===== src/rtl/hazard_pkg.sv =====
// Shared opcode constants, hazard FSM state type and source-register usage decode
// for the hazard control unit.
package hazard_pkg;

  localparam logic [6:0] OP_R      = 7'd51;
  localparam logic [6:0] OP_STORE  = 7'd35;
  localparam logic [6:0] OP_BRANCH = 7'd99;
  localparam logic [6:0] OP_IMM    = 7'd19;
  localparam logic [6:0] OP_LOAD   = 7'd3;
  localparam logic [6:0] OP_JALR   = 7'd103;
  localparam logic [6:0] OP_LUI    = 7'd55;
  localparam logic [6:0] OP_AUIPC  = 7'd23;
  localparam logic [6:0] OP_JAL    = 7'd111;

  typedef enum logic [1:0] {
    HZ_RUN        = 2'd0,
    HZ_LOAD_STALL = 2'd1,
    HZ_MEM_WAIT   = 2'd2
  } hz_state_e;

  // Returns {uses_rs2, uses_rs1} for the given opcode.
  function automatic logic [1:0] src_use(input logic [6:0] opcode);
    case (opcode)
      OP_R, OP_STORE, OP_BRANCH: src_use = 2'b11;
      OP_IMM, OP_LOAD, OP_JALR:  src_use = 2'b01;
      default:                   src_use = 2'b00;
    endcase
  endfunction

endpackage


===== src/rtl/hazard_src_decode.sv =====
// Combinational source-register extraction for the instruction in ID.
module hazard_src_decode
  import hazard_pkg::*;
(
  input  logic [31:0] id_instr,
  output logic [4:0]  rs1,
  output logic [4:0]  rs2,
  output logic        uses_rs1,
  output logic        uses_rs2
);

  logic [1:0] w_use;
  logic       w_unused_bits;

  assign w_use         = src_use(id_instr[6:0]);
  assign rs1           = id_instr[19:15];
  assign rs2           = id_instr[24:20];
  assign uses_rs1      = w_use[0];
  assign uses_rs2      = w_use[1];
  assign w_unused_bits = ^{id_instr[31:25], id_instr[14:7]};

endmodule


===== src/rtl/hazard_ctrl_unit.sv =====
// Load-use / memory-wait / branch-flush hazard control for the 5-stage core.
// Optional performance counters enabled with `define HAZARD_PERF_CNT_EN.
module hazard_ctrl_unit
  import hazard_pkg::*;
#(
  parameter int unsigned LOAD_LAT = 1,
  parameter int unsigned CNT_W    = 32
) (
  input  logic        clk,
  input  logic        rst_n,
  input  logic        id_valid,
  input  logic [31:0] id_instr,
  input  logic        ex_valid,
  input  logic        ex_mem_read,
  input  logic [4:0]  ex_rd,
  input  logic        mem_is_load,
  input  logic        dmem_ready,
  input  logic        branch_taken_ex,
  output logic        pc_write,
  output logic        if_id_write,
  output logic        id_ex_bubble,
  output logic        if_id_flush,
  output logic        id_ex_flush,
  output logic        pipe_freeze,
  output logic [1:0]  hz_state
`ifdef HAZARD_PERF_CNT_EN
  ,
  output logic [CNT_W-1:0] load_stall_cnt,
  output logic [CNT_W-1:0] mem_wait_cnt,
  output logic [CNT_W-1:0] flush_cnt
`endif
);

  localparam int unsigned PEND_N = (LOAD_LAT > 1) ? LOAD_LAT - 1 : 1;

  logic [4:0] w_rs1, w_rs2;
  logic       w_use1, w_use2;
  logic       w_ex_load, w_ex_hit, w_pend_hit;
  logic       w_mem_wait, w_load_hazard;
  hz_state_e  w_next, r_state;

  hazard_src_decode u_src_decode (
    .id_instr (id_instr),
    .rs1      (w_rs1),
    .rs2      (w_rs2),
    .uses_rs1 (w_use1),
    .uses_rs2 (w_use2)
  );

  assign w_ex_load  = ex_valid & ex_mem_read & (ex_rd != '0);
  assign w_ex_hit   = w_ex_load & ((w_use1 & (w_rs1 == ex_rd)) | (w_use2 & (w_rs2 == ex_rd)));
  assign w_mem_wait = mem_is_load & ~dmem_ready;
  assign w_load_hazard = id_valid & (w_ex_hit | w_pend_hit);

  // Loads that have left EX but whose data is not yet forwardable; valid entries never hold x0.
  if (LOAD_LAT > 1) begin : g_pend
    logic [PEND_N-1:0] r_pend_v;
    logic [4:0]        r_pend_rd [PEND_N];

    always_ff @(posedge clk or negedge rst_n) begin
      if (!rst_n) begin
        r_pend_v <= '0;
        for (int unsigned i = 0; i < PEND_N; i++) r_pend_rd[i] <= '0;
      end else if (!w_mem_wait) begin
        r_pend_v[0]  <= w_ex_load;
        r_pend_rd[0] <= ex_rd;
        for (int unsigned i = 1; i < PEND_N; i++) begin
          r_pend_v[i]  <= r_pend_v[i-1];
          r_pend_rd[i] <= r_pend_rd[i-1];
        end
      end
    end

    always_comb begin
      w_pend_hit = 1'b0;
      for (int unsigned i = 0; i < PEND_N; i++) begin
        if (r_pend_v[i] && ((w_use1 && (w_rs1 == r_pend_rd[i])) ||
                            (w_use2 && (w_rs2 == r_pend_rd[i]))))
          w_pend_hit = 1'b1;
      end
    end
  end else begin : g_no_pend
    assign w_pend_hit = 1'b0;
  end

  always_comb begin
    pc_write     = 1'b1;
    if_id_write  = 1'b1;
    id_ex_bubble = 1'b0;
    if_id_flush  = 1'b0;
    id_ex_flush  = 1'b0;
    pipe_freeze  = 1'b0;
    w_next       = HZ_RUN;
    if (!rst_n) begin
      pc_write     = 1'b0;
      if_id_write  = 1'b0;
      id_ex_bubble = 1'b1;
    end else if (w_mem_wait) begin
      pipe_freeze = 1'b1;
      pc_write    = 1'b0;
      if_id_write = 1'b0;
      w_next      = HZ_MEM_WAIT;
    end else if (branch_taken_ex) begin
      if_id_flush = 1'b1;
      id_ex_flush = 1'b1;
    end else if (w_load_hazard) begin
      pc_write     = 1'b0;
      if_id_write  = 1'b0;
      id_ex_bubble = 1'b1;
      w_next       = HZ_LOAD_STALL;
    end
  end

  always_ff @(posedge clk or negedge rst_n) begin
    if (!rst_n) r_state <= HZ_RUN;
    else        r_state <= w_next;
  end

  assign hz_state = r_state;

`ifdef HAZARD_PERF_CNT_EN
  logic [CNT_W-1:0] r_ls_cnt, r_mw_cnt, r_fl_cnt;

  always_ff @(posedge clk or negedge rst_n) begin
    if (!rst_n) begin
      r_ls_cnt <= '0;
      r_mw_cnt <= '0;
      r_fl_cnt <= '0;
    end else begin
      if (r_state == HZ_LOAD_STALL && r_ls_cnt != '1) r_ls_cnt <= r_ls_cnt + CNT_W'(1);
      if (r_state == HZ_MEM_WAIT && r_mw_cnt != '1)   r_mw_cnt <= r_mw_cnt + CNT_W'(1);
      if (if_id_flush && r_fl_cnt != '1)              r_fl_cnt <= r_fl_cnt + CNT_W'(1);
    end
  end

  assign load_stall_cnt = r_ls_cnt;
  assign mem_wait_cnt   = r_mw_cnt;
  assign flush_cnt      = r_fl_cnt;
`endif

endmodule

===== config.mk =====
export PLATFORM = sky130hd
export DESIGN_NAME = hazard_ctrl_unit
export DESIGN_NICKNAME = d
export VERILOG_FILES = /design/src/rtl/hazard_pkg.sv /design/src/rtl/hazard_src_decode.sv /design/src/rtl/hazard_ctrl_unit.sv
export SDC_FILE = /design/constraint.sdc
export NUM_CORES = 1
export LEC_CHECK = 0
export ABC_AREA = 1
export BUFFER_PORTS_ARGS = -buffer_cell sky130_fd_sc_hd__buf_2
export CAP_MARGIN = 20
export CORE_MARGIN = 8
export CORE_UTILIZATION = 30
export CTS_CLUSTER_SIZE = 12
export DETAILED_ROUTE_END_ITERATION = 10
export GPL_ROUTABILITY_DRIVEN = 1
export PLACE_DENSITY = 0.78
export SYNTH_ARGS = -nofsm -noshare
export SYNTH_HDL_FRONTEND = slang
export SYNTH_SLANG_ARGS = --single-unit

===== constraint.sdc =====
create_clock -name clk -period 0.9 [get_ports clk]
set_input_delay 0.09 -clock clk [delete_from_list [all_inputs] [get_ports clk]]
set_output_delay 0.09 -clock clk [all_outputs]
set_load 0.005 [all_outputs]

==> results_dict.tcl, run 1 <==
set metrics [dict create \
    status "complete, but fails checks" \
    failed_checks "negative setup slack" \
    die_height_um 52.5 \
    setup_repair_after_global_routing_missed_its_margin "true" \
    post-layout-total-power_uw 503 \
    place.detailed.hpwl_um 1110 \
    synthDominantAreaCellType "nand2_1" \
    io_pins 53 \
    number_of_standard_cells_after_synthesis 79 \
    critical_path.top_delay_family "simple AND/OR/NAND/NOR gates" \
    io_buffer_count 37 \
    mostFrequentLayoutCells "33 x buf_2, 29 x nand2_1, 13 x nor2_1" \
    slew_viol_final 0 \
    cp_data_required_time_ps 810 \
    timing.critical_path.fanout_max 3 \
    routed_wirelength_um 1220 \
    fillerInstances 143 \
    avgSynthCellArea_um2 5.07 \
    grt_overflow 0 \
    worst_setup_path_type "primary input to output pin" \
    area_delta_synth_final_pct 68.1 \
    gp_routability_congestion 0.745 \
    tightest_slew_ps 138 \
    number_of_antenna_violations_at_the_first_check_in_global_routing 0 \
    cp_slowest_stage_delay_ps 120 \
    drt-vias-per-instance 4.19 \
    critPathArrivalTime_ps 880 \
    cts_made_buffers 3 \
    multiInputGateArea_um2 287 \
    timing.hold.worst.class "primary input to flop" \
    achievable-frequency_mhz 1030 \
    synthesis.yosys.warnings 0 \
    die-area_um2 2760 \
    wl_met3_um 110 \
    finalNetCount 167 \
    layout.cells.most_common "buf_2" \
    remaining_antenna_violation_count 0 \
    post_synth_main_area_contributors "nand2_1 28%, dfrtp_1 13%, nor2_1 12%, inv_1 11%, xor2_1 6.6%" \
    worst_path_most_repeated_cell "nand2_1" \
    cp-start-kind "primary input" \
    drive_above_1_share_pct 45.8 \
    cts_clock_pin_slew_for_the_worst_setup_and_hold_paths_ps 30 \
    via_count_of_the_first_global_routing_pass 538 \
    fin_tns_setup_ps -207 \
    number_of_library_cell_types_mapped_by_synthesis 15 \
    routed-via-count 566 \
    largest_voltage_drop_on_the_vdd_net_v 0.000284 \
    grt_use_total_pct 9.18 \
    fp.coreArea_um2 1270 \
    h_tree_depth 1 \
    grt_first_pass_wirelength_um 1990 \
    max-clock-path-buffers 2 \
    std_cell_rows 13 \
    synth_area_um2 400 \
    final-setup-viol-count 3 \
    cts_tree "done" \
    antennaDiodeCount 0 \
    clkSinkCount 2 \
    hold_viol 0 \
    start_util_pct 31.6 \
    largest_net_degree_at_the_start_of_global_routing 5 \
    synthesis.nets 124 \
    drc_errors 0 \
    chipWidth_um 52.5 \
    leakagePower_uw 0.000441 \
    drt_pre_antenna_iters 1 \
    post-synth-top-area-fraction_pct 28.1 \
    max_cap_violations 0 \
    top_layer_used "met4" \
    critPathCaptureType "output pin" \
    largest_register_ff_count 2 \
    seq_area_um2 50.0 \
    routedWlPerCell_um 9.04 \
    cellPowerDensity_nw_per_um2 748 \
    final_period_minus_worst_setup_slack_ps 975 \
    cts_root_buf "clkbuf_4" \
    drt-met1-wl_um 530 \
    drt_first_iter_violations 0 \
    timing.critical_path.buf_inv 2 \
    postSynthRegisterBits 2 \
    synth_seq_area_share_pct 12.5 \
    worst_path_cell_trace "buf_2 -> xnor2_1 -> nand2_1 -> nor2_1 -> nand2_1 -> nand2_2 -> nand3_2 -> nand2_1 -> buf_2" \
    routed-wl-met2_um 566 \
    critical_path.slowest_cell "buf_2" \
    period_share_pct 108 \
    worst_slack_ps -74.7 \
    worst_slew_margin_rel_pct 90.8 \
]
-- stage by stage --
| stage | setup WS, ps | std cells | area [um2] | util [%] | hold WS, ps |
|---|---|---|---|---|---|
| after global placement | -107 | 130 | 597 | 47.0 | -105 |
| after global routing | -197 | 135 | 673 | 53.1 | 115 |
| after CTS | -106 | 135 | 671 | 52.9 | 114 |
| after floorplan | 13.5 | 79 | 400 | - | -206 |
| final | -74.7 | 135 | 673 | 53.1 | 122 |
| after detailed placement | -121 | 130 | 597 | 47.0 | -102 |
-- tightest hold or removal path, delay by kind of cell --
family | cells | cell delay, ps
buf+inv | 2 | 170
simple gates | 1 | 40
-- cell families (layout without fill, tap and decap cells) --
| logic type | after synthesis | in the layout | synth area share, % |
|---|---|---|---|
| flip-flops | 2 | 2 | 12.5 |
| buffers and inverters | 18 | 59 | 18.7 |
| AO/OA/AOI/OAI | 2 | 2 | 4.06 |
| XOR/XNOR | 5 | 5 | 10.9 |
| AND/OR/NAND/NOR | 52 | 52 | 53.8 |
-- power by group --
group	total (uW)	internal [uW]	switching, uW
logic	216	115	101
clock network	195	147	48.0
registers	92.9	92.4	0.481
total	503	354	149
-- synthesized netlist by cell type --
cell type / count
nand3_1: 3
a21boi_2: 1
xor2_1: 3
nor2_1: 13
a21oi_1: 1
nand4_1: 1
nand2_2: 3
dfrtp_1: 2
buf_4: 2
inv_1: 12
nand2_1: 30
inv_2: 4
nand3b_1: 1
xnor2_1: 2
nor2_2: 1
-- what timing repair did --
action / in CTS / in global routing
setup buffers: 1 / 0
endpoints found under the hold margin: 2 / 0
endpoints found under the setup margin: 3 / 3
gates resized for setup: 7 / 1
pin swaps: 4 / 1
hold buffers: 1 / 0
-- worst paths after layout --
path / from / end / slack, ps / depth (start not counted)
max in group asynchronous: rst_n / hz_state[0] / 540 / 2
worst min-delay path: rst_n / hz_state[1] / 120 / 3
worst max-delay path: ex_rd[2] / id_ex_bubble / -70 / 9
min in group asynchronous: rst_n / hz_state[1] / 240 / 2
-- layout make-up --
| class | count | area share [%] |
|---|---|---|
| multi-input combinational | 59 | 42.6 |
| timing repair buffer | 40 | 34.9 |
| inverter | 16 | 8.92 |
| sequential | 2 | 7.43 |
| clock buffer | 3 | 3.35 |
| tap | 15 | 2.79 |
-- metal layers --
metal | GRT usage, % | vias up
li1 | - | 309
met1 | 10.2 | 229
met2 | 14.6 | 26
met3 | 3.41 | 2
met4 | 5.17 | 0
met5 | 0 | -
Power figures use the tool's default switching activity.
==> run 2, diff against run 1 <==
--- a/config.mk
+++ b/config.mk
@@ -13,7 +13,8 @@
 export CTS_CLUSTER_SIZE = 12
 export DETAILED_ROUTE_END_ITERATION = 10
 export GPL_ROUTABILITY_DRIVEN = 1
-export PLACE_DENSITY = 0.78
+export HOLD_SLACK_MARGIN = 0.03
+export PLACE_DENSITY = 0.85
 export SYNTH_ARGS = -nofsm -noshare
 export SYNTH_HDL_FRONTEND = slang
 export SYNTH_SLANG_ARGS = --single-unit
==> results_dict.tcl, run 2 (synthesis results as in run 1) <==
set metrics [dict create \
    chipWidth_um 52.5 \
    timing.critical_path.buf_inv 3 \
    slew_viol_final 0 \
    routedWlPerCell_um 9.63 \
    std_cell_rows 13 \
    clkSinkCount 2 \
    cp_slowest_stage_delay_ps 110 \
    achievable-frequency_mhz 996 \
    setup_repair_after_global_routing_missed_its_margin "true" \
    cellPowerDensity_nw_per_um2 752 \
    final-setup-viol-count 3 \
    place.detailed.hpwl_um 1170 \
    drt_first_iter_violations 3 \
    cp-start-kind "primary input" \
    grt_use_total_pct 10.1 \
    max-clock-path-buffers 2 \
    routed-via-count 567 \
    fp.coreArea_um2 1270 \
    cts_tree "done" \
    fillerInstances 131 \
    routed_wirelength_um 1290 \
    timing.critical_path.fanout_max 3 \
    cp_data_required_time_ps 810 \
    groute.layer.met2.usage_pct 16.4 \
    grt.met1_usage_pct 11.3 \
    cts_root_buf "clkbuf_4" \
    cts_clock_pin_slew_for_the_worst_setup_and_hold_paths_ps 30 \
    number_of_antenna_violations_at_the_first_check_in_global_routing 0 \
    cts_made_buffers 3 \
    drt_pre_antenna_iters 3 \
    worst_slew_margin_rel_pct 91.0 \
    largest_voltage_drop_on_the_vdd_net_v 0.000261 \
    remaining_antenna_violation_count 0 \
    die-area_um2 2760 \
    start_util_pct 31.6 \
    finalNetCount 166 \
    worst_path_cell_trace "buf_6 -> inv_2 -> nand2_1 -> nor2_1 -> nand2_1 -> nor2_1 -> nand2_1 -> nand2_2 -> nand3_2 -> nand2_1 -> buf_2" \
    period_share_pct 112 \
    largest_register_ff_count 2 \
    hold_viol 0 \
    critical_path.slowest_cell "nor2_1" \
    timing.hold.worst.class "primary input to flop" \
    post-layout-total-power_uw 515 \
    worst_setup_path_type "primary input to output pin" \
    failed_checks "negative setup slack" \
    mostFrequentLayoutCells "31 x buf_2, 29 x nand2_1, 12 x nor2_1" \
    gr-usage-met3_pct 4.55 \
    antennaDiodeCount 0 \
    pre_cts_ws_ps -138 \
    largest_net_degree_at_the_start_of_global_routing 5 \
    grt_overflow 0 \
    h_tree_depth 1 \
    drive_above_1_share_pct 47.1 \
    multiInputGateArea_um2 297 \
    grt_first_pass_wirelength_um 2200 \
    critPathArrivalTime_ps 910 \
    via_count_of_the_first_global_routing_pass 574 \
    io_buffer_count 37 \
    die_height_um 52.5 \
    final_period_minus_worst_setup_slack_ps 1000 \
    drt-vias-per-instance 4.23 \
    layout.cells.most_common "buf_2" \
    max_cap_violations 0 \
    area_delta_synth_final_pct 70.9 \
    fin_tns_setup_ps -223 \
    worst_path_most_repeated_cell "nand2_1" \
    io_pins 53 \
    status "complete, but fails checks" \
    drc_errors 0 \
    critPathCaptureType "output pin" \
    gp_routability_congestion 0.767 \
    seq_area_um2 50.0 \
    critical_path.top_delay_family "simple AND/OR/NAND/NOR gates" \
    worst_slack_ps -104 \
    grt_most_used_layer "met2" \
    leakagePower_uw 0.000444 \
    holdWs_ps 123 \
    tightest_slew_ps 135 \
]
## run 2: cell types whose count changed in the layout (fill, tap and decap cells not counted), sizes merged
cell and delta:
buf -1
## run 2: repair_timing
action / 4_1_cts / 5_1_grt
resized for setup: 13 / 0
pin swaps: 9 / 5
setup buffers: 0 / 0
hold buffers: 1 / 0
endpoints found under the hold margin: 2 / 0
endpoints found under the setup margin: 3 / 3
## run 2: where the power goes
group,switching [uW],internal [uW],leakage [uW]
Clock,47.3,147,0.0000138
Combinational,106,122,0.000402
Sequential,0.311,92.3,0.0000274
Total,153,362,0.000444
## run 2: through the flow
step	cell area, um2	utilization (%)	instances
final	684	53.9	134
after global placement	597	47.0	130
after CTS	684	53.9	134
after detailed placement	597	47.0	130
after global routing	684	53.9	134
after floorplan	400	-	79
## run 2: path summary, 6_finish.rpt
| kind | slack (ps) | startpoint | cells past startpoint | endpoint |
|---|---|---|---|---|
| max in group asynchronous | 540 | rst_n | 2 | hz_state[0] |
| hold / removal | 120 | rst_n | 3 | hz_state[1] |
| setup / recovery | -100 | id_instr[3] | 11 | id_ex_bubble |
| min in group asynchronous | 240 | rst_n | 2 | hz_state[1] |
## run 2: layer usage
layer / wire length, um / vias up
li1: - / 307
met1: 592 / 232
met2: 586 / 28
met3: 112 / 0
met4: 0 / 0
met5: 0 / -
## run 2: tightest hold or removal path, cell delays in order
cell and delay (ps):
buf_2 120, inv_1 50, nor2_1 40
## run 2: layout make-up
type / instances / share of cell area [%]
multi-input combinational: 59 / 43.3
inverter: 16 / 8.78
clock buffer: 3 / 3.29
tap: 15 / 2.74
sequential: 2 / 7.31
timing repair buffer: 39 / 34.6
==> run 3, diff against run 2 <==
--- a/config.mk
+++ b/config.mk
@@ -5,16 +5,15 @@
 export SDC_FILE = /design/constraint.sdc
 export NUM_CORES = 1
 export LEC_CHECK = 0
-export ABC_AREA = 1
 export BUFFER_PORTS_ARGS = -buffer_cell sky130_fd_sc_hd__buf_2
 export CAP_MARGIN = 20
-export CORE_MARGIN = 8
-export CORE_UTILIZATION = 30
+export CORE_AREA = 8 8 45 47
 export CTS_CLUSTER_SIZE = 12
 export DETAILED_ROUTE_END_ITERATION = 10
+export DIE_AREA = 0 0 53 55
 export GPL_ROUTABILITY_DRIVEN = 1
 export HOLD_SLACK_MARGIN = 0.03
-export PLACE_DENSITY = 0.85
+export PLACE_DENSITY = 0.78
 export SYNTH_ARGS = -nofsm -noshare
 export SYNTH_HDL_FRONTEND = slang
 export SYNTH_SLANG_ARGS = --single-unit
==> results_dict.tcl, run 3 <==
set metrics [dict create \
    leakagePower_uw 0.000305 \
    cts_clock_pin_slew_for_the_worst_setup_and_hold_paths_ps 30 \
    hold_viol 0 \
    postSynthRegisterBits 2 \
    final_period_minus_worst_setup_slack_ps 1350 \
    drive_above_1_share_pct 61.3 \
    io_pins 53 \
    place_area_um2 524 \
    power_frac_seq_pct 19.0 \
    power.combinational.fraction_pct 39.3 \
    die-area_um2 2920 \
    synth_area_um2 312 \
    drt-vias-per-instance 4.46 \
    net-switching-power_uw 138 \
    io_buffer_count 37 \
    cellPowerDensity_nw_per_um2 856 \
    critPathArrivalTime_ps 1260 \
    number_of_standard_cells_after_synthesis 37 \
    achievable-frequency_mhz 740 \
    gp_routability_congestion 0.742 \
    drt_first_iter_violations 2 \
    fp.coreArea_um2 1380 \
    period_share_pct 150 \
    h_tree_depth 1 \
    number_of_library_cell_types_mapped_by_synthesis 21 \
    internal_power_uw 350 \
    chipWidth_um 53 \
    drt_pre_antenna_iters 2 \
    number_of_antenna_violations_at_the_first_check_in_global_routing 0 \
    start_util_pct 22.5 \
    post-synth-top-count-cell "xor2_1" \
    critical_path.slowest_cell "or3_1" \
    finalNetCount 127 \
    antennaDiodeCount 0 \
    cts_made_buffers 3 \
    clkSinkCount 2 \
    die_height_um 55 \
    worst_setup_path_type "primary input to output pin" \
    routed_wirelength_um 1170 \
    critPathCaptureType "output pin" \
    share_of_async_settable_or_async_resettable_flops_after_synthesis_pct 100 \
    drc_errors 0 \
    grt_overflow 0 \
    mostFrequentLayoutCells "36 x buf_2, 6 x xor2_1, 4 x xnor2_1, 4 x buf_4" \
    timing.hold.worst.class "primary input to flop" \
    via_count_of_the_first_global_routing_pass 471 \
    worst_slew_margin_rel_pct 78.5 \
    cp_data_required_time_ps 810 \
    post_synth_main_area_contributors "xor2_1 17%, dfrtp_1 16%, xnor2_1 11%, nand4b_1 5.6%, o21ai_2 5.6%" \
    place.detailed.hpwl_um 1050 \
    grt_first_pass_wirelength_um 1900 \
    clock_power_share_pct 41.7 \
    synth_seq_area_share_pct 16.1 \
    largest_register_ff_count 2 \
    p_sw_share_pct 28.2 \
    remaining_antenna_violation_count 0 \
    cts_tree "done" \
    synthesis.yosys.warnings 0 \
    largest_voltage_drop_on_the_vdd_net_v 0.000811 \
    status "complete, but fails checks" \
    cp_slowest_stage_delay_ps 390 \
    synthDominantAreaCellType "xor2_1" \
    synthesis.nets 82 \
    grt_use_total_pct 8.74 \
    hold_path_depth 2 \
    cp-start-kind "primary input" \
    failed_checks "negative setup slack" \
    synth_enable_flop_cells 0 \
    synthTopCellsByCount "6 x xor2_1, 4 x xnor2_1, 3 x nor2_1" \
    min-delay-start "rst_n" \
    std_cell_rows 14 \
    post-synth-top-area-fraction_pct 16.9 \
    routedWlPerCell_um 12.2 \
    timing.critical_path.fanout_max 3 \
    post_layout_instance_area_um2 571 \
    whs_endpoint "hz_state[1]" \
    worst_slack_ps -452 \
    slew_viol_final 0 \
    synth-main-ff-cell "dfrtp_1" \
    avgSynthCellArea_um2 8.42 \
    layout.cells.most_common "buf_2" \
    cts_root_buf "clkbuf_4" \
    largest_net_degree_at_the_start_of_global_routing 6 \
    pre_cts_ws_ps -471 \
    tightest_slew_ps 321 \
    fillerInstances 151 \
    setup_repair_after_global_routing_missed_its_margin "true" \
    max_cap_violations 0 \
    area_delta_synth_final_pct 83.1 \
    max-clock-path-buffers 2 \
    final-setup-viol-count 4 \
    routed-via-count 428 \
    worst_path_cell_trace "buf_6 -> nand3b_1 -> or3_1 -> nor4_2 -> o21ai_2 -> nor2b_4 -> buf_2" \
]
==> run 3: what timing repair did <==
item                                    in CTS  in global routing
hold endpoints to repair                     2                  0
pin swaps                                    1                  1
setup buffers                                0                  1
gates resized for setup                      1                  0
endpoints found under the setup margin       4                  4
hold buffers                                 1                  0
==> run 3: layout make-up <==
type	count	area, um2	area share, %
Clock buffer	3	22.5	3.95
Timing Repair Buffer	42	231	40.6
Multi-Input combinational cell	32	243	42.5
Sequential cell	2	50.0	8.77
Inverter	1	3.75	0.658
Tap cell	16	20.0	3.51
==> run 3: kinds of logic after synthesis <==
group / share of synthesized area, %
xor gates and xnor gates: 28.1
and+or+nand+nor: 37.4
AOI/OAI and AO/OA: 12.5
buffers and inverters: 6.02
DFF: 16.1
==> run 3: stage by stage <==
stage / std cells / hold WS [ps] / utilization [%] / total power (uW) / setup TNS, ps
floorplan: 37 / -206 / - / 172 / -914
global placement: 91 / -98.0 / 37.9 / 277 / -1570
detailed placement: 91 / -93.3 / 37.9 / 279 / -1700
CTS: 95 / 167 / 40.7 / 500 / -1450
global route: 96 / 190 / 41.2 / 526 / -1710
finish: 96 / 173 / 41.2 / 488 / -1380
==> run 3: power by group through the flow <==
stage / Combinational (uW) / Sequential [uW] / Clock, uW
2_1_floorplan: 78.0 / 94.0 / 0
5_1_grt: 214 / 92.7 / 220
3_3_place_gp: 183 / 93.5 / 0
4_1_cts: 192 / 92.7 / 215
3_5_place_dp: 185 / 93.7 / 0
6_report: 192 / 92.7 / 204
==> run 3: metal layers <==
metal  part of all wire (%)  global-route usage, %  up-vias
met3                     15                   4.81        2
li1                       -                      -      214
met4                    1.3                   5.17        0
met5                      0                      0        -
met1                     37                   8.66      185
met2                     46                   14.3       27
==> run 3: worst max-delay path by stage <==
stage                     start     endpoint  slack (ps)
global placement    id_instr[3]  if_id_write        -440
floorplan           id_instr[3]     pc_write        -340
global route        id_instr[3]     pc_write        -530
detailed placement  id_instr[3]  if_id_write        -470
CTS                 id_instr[3]  if_id_write        -470
finish              id_instr[3]  if_id_write        -450
==> run 3: critical path: cells and delay by family <==
family                 cells  cell delay, ps
AND/OR/NAND/NOR            4             860
AO/OA/AOI/OAI              1             110
buffers and inverters      2             200
